$ cat src/rtl/symbol_sequencer_if.sv
// rtl/symbol_sequencer_if.sv - control and symbol bundle between a stimulus driver and symbol_sequencer
interface symbol_sequencer_if #(
    parameter int NSYM   = 9,
    parameter int HOLD_W = 4,
    parameter int IDX_W  = 4
);
    logic                start;
    logic [2*NSYM-1:0]   pattern;
    logic [HOLD_W-1:0]   hold;
    logic                pause;
    logic                repeat_en;
    logic [1:0]          a;
    logic                valid;
    logic                busy;
    logic                done;
    logic [IDX_W-1:0]    sym_idx;

    // Driver side: issues the run request and the pattern to play
    modport master (
        output start, pattern, hold, pause, repeat_en,
        input  a, valid, busy, done, sym_idx
    );

    // Sequencer side
    modport slave (
        input  start, pattern, hold, pause, repeat_en,
        output a, valid, busy, done, sym_idx
    );
endinterface

$ cat src/rtl/symbol_sequencer.sv
// rtl/symbol_sequencer.sv - plays a packed 2-bit symbol pattern MSB-first with programmable hold, pause and repeat
module symbol_sequencer #(
    parameter int NSYM   = 9,
    parameter int HOLD_W = 4,
    parameter int IDX_W  = 4
) (
    input  logic               clk,
    input  logic               reset,
    symbol_sequencer_if.slave  bus
);
    typedef enum logic [1:0] {
        IDLE = 2'd0,
        RUN  = 2'd1,
        DONE = 2'd2
    } state_t;

    localparam logic [IDX_W-1:0] LAST_IDX = IDX_W'(NSYM - 1);

    state_t             state;
    logic [2*NSYM-1:0]  pat_r;
    logic [HOLD_W-1:0]  hold_r;
    logic [HOLD_W-1:0]  cnt;
    logic [1:0]         a_r;
    logic               valid_r;
    logic               busy_r;
    logic               done_r;
    logic [IDX_W-1:0]   sym_idx_r;

    // Symbol k sits at the top of the pattern once the pattern is shifted left by 2*k
    function automatic logic [1:0] sym_at(input logic [2*NSYM-1:0] p, input logic [IDX_W-1:0] idx);
        logic [2*NSYM-1:0] sh;
        sh = p << (2 * idx);
        return sh[2*NSYM-1 -: 2];
    endfunction

    // Sequencer FSM: every output is a register updated here
    always_ff @(posedge clk or negedge reset) begin
        if (!reset) begin
            state     <= IDLE;
            pat_r     <= '0;
            hold_r    <= '0;
            cnt       <= '0;
            a_r       <= 2'b00;
            valid_r   <= 1'b0;
            busy_r    <= 1'b0;
            done_r    <= 1'b0;
            sym_idx_r <= '0;
        end else begin
            case (state)
                IDLE: begin
                    a_r     <= 2'b00;
                    valid_r <= 1'b0;
                    busy_r  <= 1'b0;
                    done_r  <= 1'b0;
                    if (bus.start) begin
                        // Shadow copies make later pattern/hold changes harmless
                        pat_r     <= bus.pattern;
                        hold_r    <= bus.hold;
                        cnt       <= bus.hold;
                        sym_idx_r <= '0;
                        a_r       <= bus.pattern[2*NSYM-1 -: 2];
                        valid_r   <= 1'b1;
                        busy_r    <= 1'b1;
                        state     <= RUN;
                    end
                end
                RUN: begin
                    if (!bus.pause) begin
                        if (cnt != '0) begin
                            cnt <= cnt - 1'b1;
                        end else if (sym_idx_r != LAST_IDX) begin
                            sym_idx_r <= sym_idx_r + 1'b1;
                            a_r       <= sym_at(pat_r, sym_idx_r + 1'b1);
                            cnt       <= hold_r;
                        end else if (bus.repeat_en) begin
                            sym_idx_r <= '0;
                            a_r       <= pat_r[2*NSYM-1 -: 2];
                            cnt       <= hold_r;
                        end else begin
                            a_r       <= 2'b00;
                            valid_r   <= 1'b0;
                            busy_r    <= 1'b0;
                            done_r    <= 1'b1;
                            sym_idx_r <= '0;
                            state     <= DONE;
                        end
                    end
                end
                DONE: begin
                    // One-cycle completion pulse; start is not looked at here
                    done_r <= 1'b0;
                    state  <= IDLE;
                end
                default: begin
                    a_r     <= 2'b00;
                    valid_r <= 1'b0;
                    busy_r  <= 1'b0;
                    done_r  <= 1'b0;
                    state   <= IDLE;
                end
            endcase
        end
    end

    assign bus.a       = a_r;
    assign bus.valid   = valid_r;
    assign bus.busy    = busy_r;
    assign bus.done    = done_r;
    assign bus.sym_idx = sym_idx_r;
endmodule

$ cat src/flat_wrapper.sv
// flat-port wrapper written by rule: the top's interface ports become plain ports
module symbol_sequencer_flat 
#(
    parameter int NSYM   = 9,
    parameter int HOLD_W = 4,
    parameter int IDX_W  = 4
)
  (clk, reset, bus_start, bus_pattern, bus_hold, bus_pause, bus_repeat_en, bus_a, bus_valid, bus_busy, bus_done, bus_sym_idx);
  symbol_sequencer_if #(.NSYM(NSYM), .HOLD_W(HOLD_W), .IDX_W(IDX_W)) bus_i ();
  input  logic clk;
  input  logic reset;
  input wire logic [$bits(bus_i.start)-1:0] bus_start;
  input wire logic [$bits(bus_i.pattern)-1:0] bus_pattern;
  input wire logic [$bits(bus_i.hold)-1:0] bus_hold;
  input wire logic [$bits(bus_i.pause)-1:0] bus_pause;
  input wire logic [$bits(bus_i.repeat_en)-1:0] bus_repeat_en;
  output wire logic [$bits(bus_i.a)-1:0] bus_a;
  output wire logic [$bits(bus_i.valid)-1:0] bus_valid;
  output wire logic [$bits(bus_i.busy)-1:0] bus_busy;
  output wire logic [$bits(bus_i.done)-1:0] bus_done;
  output wire logic [$bits(bus_i.sym_idx)-1:0] bus_sym_idx;
  assign bus_i.start = bus_start;
  assign bus_i.pattern = bus_pattern;
  assign bus_i.hold = bus_hold;
  assign bus_i.pause = bus_pause;
  assign bus_i.repeat_en = bus_repeat_en;
  assign bus_a = bus_i.a;
  assign bus_valid = bus_i.valid;
  assign bus_busy = bus_i.busy;
  assign bus_done = bus_i.done;
  assign bus_sym_idx = bus_i.sym_idx;
  symbol_sequencer #(.NSYM(NSYM), .HOLD_W(HOLD_W), .IDX_W(IDX_W)) u_core (.clk(clk), .reset(reset), .bus(bus_i));
endmodule
$ cat config.mk
export PLATFORM = sky130hd
export DESIGN_NAME = symbol_sequencer_flat
export DESIGN_NICKNAME = d
export VERILOG_FILES = /design/src/rtl/symbol_sequencer_if.sv /design/src/rtl/symbol_sequencer.sv /design/src/flat_wrapper.sv
export SDC_FILE = /design/constraint.sdc
export NUM_CORES = 1
export LEC_CHECK = 0
export BUFFER_PORTS_ARGS = -buffer_cell sky130_fd_sc_hd__buf_2
export CAP_MARGIN = 5
export CORE_ASPECT_RATIO = 0.8
export CORE_MARGIN = 10
export CORE_UTILIZATION = 49
export DETAILED_ROUTE_END_ITERATION = 16
export GPL_TIMING_DRIVEN = 0
export MAX_ROUTING_LAYER = met4
export PLACE_DENSITY_LB_ADDON = 0.2
export RECOVER_POWER = 50
export SLEW_MARGIN = 20
export SYNTH_ARGS = -nofsm -noshare
export SYNTH_HDL_FRONTEND = slang
export SYNTH_SLANG_ARGS = --single-unit
$ cat constraint.sdc
create_clock -name clk -period 2.3 [get_ports clk]
set_input_delay 0.46 -clock clk [delete_from_list [all_inputs] [get_ports clk]]
set_output_delay 0.46 -clock clk [all_outputs]
set_load 0.02 [all_outputs]
==> results.cfg <==
[setup_path]
worstReg2RegStart = u_core.bus.sym_idx[0]$_DFFE_PN0P_
critical_path.cell_chain = buf_8, inv_1, ha_1, buf_6, mux4_2, mux2_2, a22oi_2, o21ai_0
reg2regPathDepth = 8
worstSetupPathType = register to register
required_ns = 2.46
endpoint_kind = register
critPathLaunch = u_core.bus.sym_idx[0]$_DFFE_PN0P_
critical-path-slowest-cell = mux4_2
slowest_delay_ns = 0.51
rr_endpoint = u_core.bus.a[1]$_DFFE_PN0P_
rrSetupSlack_ns = 0.12
worstSetupStartpointType = register
cp.arrival_ns = 2.34
critical_path.max_fanout = 9

[place]
dp.final_hpwl_um = 3390
finalWeightedCongestion = 0.868
dp_cells = 255
placed_area_um2 = 2190
port-buffer-count = 35

[route]
num_vias = 1501
drc = 0
viasPerCell = 5.66
detail-route-antenna-nets = 0
wirelength_um = 4620
drtIter0Drc = 161
drt_pass1_iterations = 4
wl_per_cell_um = 17.4

[synthesis]
syn-instance-count = 165
synthMuxAreaShare = 0.209
synth-compound-area-share = 0.129
synth_edf_count = 0
synth_flop_cell = dfrtp_1
async_reset_ff_frac = 1.00
avgSynthCellArea_um2 = 11.8
synth_most_common_cell = dfrtp_1
synth_top_family_by_area = multiplexers
yosys.area_share.simple = 0.126
yosys.area_share.adder = 0.0193
netlist-cell-type-count = 46
mappedNetlistArea_um2 = 1940
synth_xor_area_frac = 0.0135
ys_seq_elements = 36
yosys.area.top_type = dfrtp_1
synth_top_cell_area_share = 0.464
yosys-top-cells-area = dfrtp_1, mux2_2, mux4_2
yosysWarningCount = 0
ys_seq_area_frac = 0.464
syn-num-nets = 195
synthTopCellsByCount = dfrtp_1, mux2_2, inv_1, o21ai_0, nand2_1

[grt]
overflow = 0
grt_max_degree = 37
grt_use_met3 = 0.0433
top_usage_layer = met2
grt_pass1_wl_um = 7800
globalRouteMet1Util = 0.192
grt_pass1_vias = 1587
grt_usage = 0.142
grt_antenna_before_repair = 0
grtUsageMet2 = 0.204

[power]
seqPwrFrac = 0.364
powerDensity_nw_per_um2 = 1200
p_leak_nw = 1.04
p_int_mw = 1.83
switching_share = 0.347
power_frac_comb = 0.437
max-vdd-ir-drop_mv = 0.586
power_frac_clock = 0.199
power_switching_mw = 0.974
total_power_mw = 2.81

[final_layout]
syn2layout_area_growth_pct = 20.0
drive_above_1_share = 0.400
diodes = 0
fin_nets = 239
fin_cells = 265
finalInstanceArea_um2 = 2330
final_util = 0.613

[run_status]
status = finished with violations
violations = capacitance limit, slew limit

[timing]
worstMarginPinSlew_ns = 1.92
timing.hold.ws_ns = 0.389
min_period_over_period = 0.946
finalCriticalPeriod_ns = 2.18
relSlewSlack = -0.283
slew_violations = 37
rsz0062_at_grt = no
clock.fmax_ghz = 0.460
hold_viol_final = 0
finalSetupViolCount = 0
final.setup_skew_ns = 0.00620

[min_path]
hold_path.class = input port to register
hold-path-endpoint = u_core.pat_r[4]$_DFFE_PN0P_
min-delay-start = bus_pattern[4]
min_path_cells = 2

[cts]
cts-hold-fix-buffers = 0
root_buffer = clkbuf_8
path_clk_slew_ns = 0.08
clkLatencyLatePin_ns = 0.29
htree_levels = 2
cts_made_buffers = 5
clockBufferDepth = 2
cts_tree = yes
cts.sinks = 36

[floorplan]
start_util = 0.511
io_pins = 36
die_w_um = 90.4
dieArea_um2 = 6900
num_rows = 20
core_area_um2 = 3800
fp.dieH_um = 76.3

[job]
cap_violations = 1
[worst max-delay path by stage]
stage / slack (ns) / endpoint
after floorplan: 0.02 / u_core.bus.a[1]$_DFFE_PN0P_
after global placement: 0.007 / u_core.bus.a[1]$_DFFE_PN0P_
after detailed placement: -0.04 / u_core.bus.a[1]$_DFFE_PN0P_
after CTS: 0.03 / u_core.bus.a[1]$_DFFE_PN0P_
after global routing: 0.003 / u_core.bus.a[0]$_DFFE_PN0P_
final: 0.12 / u_core.bus.a[1]$_DFFE_PN0P_
[per-layer routing]
metal	vias to the layer above	share of wire
met1	743	0.50
li1	694	-
met3	8	0.058
met2	56	0.43
met5	-	0
met4	0	0.015
[per-stage QoR]
stage,TNS [ns],setup WS (ns)
6_report,0,0.125
5_1_grt,0,0.00325
4_1_cts,0,0.0306
3_5_place_dp,-0.0606,-0.0351
3_3_place_gp,0,0.00716
2_1_floorplan,0,0.0176
[area by class of cell]
cell class / instances / area, µm²
timing repair buffer: 37 / 185
multi-input combinational: 111 / 973
buffer: 10 / 65.1
fill: 330 / 1470
clock buffer: 6 / 72.6
sequential: 36 / 901
clock inverter: 2 / 35.0
tap: 55 / 68.8
inverter: 8 / 30.0
[cell families (layout without fill, tap and decap cells)]
group                      after synthesis  after routing
and+or+nand+nor                         40             40
adders and majority gates                3              3
DFF                                     36             36
xor gates and xnor gates                 3              3
muxes                                   32             32
buffers and inverters                   18             63
AOI/OAI and AO/OA                       33             33
[worst max-delay path: cells and delay by family (launching register included)]
family / cells / cell delay, ns
mux: 2 / 0.80
flops: 1 / 0.40
buf+inv: 3 / 0.34
fa+ha+maj: 1 / 0.28
compound gates: 2 / 0.23
[flip-flops by register name, summed over array words and instances (netlist names)]
register / cells
u_core.bus.sym_idx: 4
u_core.pat_r: 18
u_core.bus.done: 1
u_core.state: 2
u_core.bus.busy: 1
u_core.cnt: 4
u_core.hold_r: 4
u_core.bus.a: 2
[cells in the final DEF, fill, tap and decap left out, drive strengths merged, types with 3 or more instances in the layout]
| cell | instances |
|---|---|
| a22oi | 4 |
| ha | 3 |
| inv | 8 |
| mux2 | 26 |
| dfrtp | 36 |
| buf | 40 |
| mux4 | 4 |
| nand2 | 7 |
| o21ai | 9 |
| o2bb2ai | 4 |
| nor2 | 6 |
| nand3 | 3 |
| nor3 | 3 |
| clkbuf | 13 |
| nand2b | 3 |
| nor4b | 3 |
| a21oi | 4 |
[power by group through the flow]
stage | clock [mW] | sequential [mW] | combinational, mW
3_3_place_gp | 0 | 1.01 | 1.11
6_report | 0.558 | 1.02 | 1.23
2_1_floorplan | 0 | 1.03 | 0.837
4_1_cts | 0.558 | 1.01 | 1.17
3_5_place_dp | 0 | 1.02 | 1.14
5_1_grt | 0.589 | 1.05 | 1.35
[what timing repair did]
item | in CTS | in global routing
pin swaps | 0 | 1
setup buffers | 0 | 2
gates resized for setup | 2 | 5
setup endpoints to repair | 2 | 7
(Power assumes the default switching activity.)
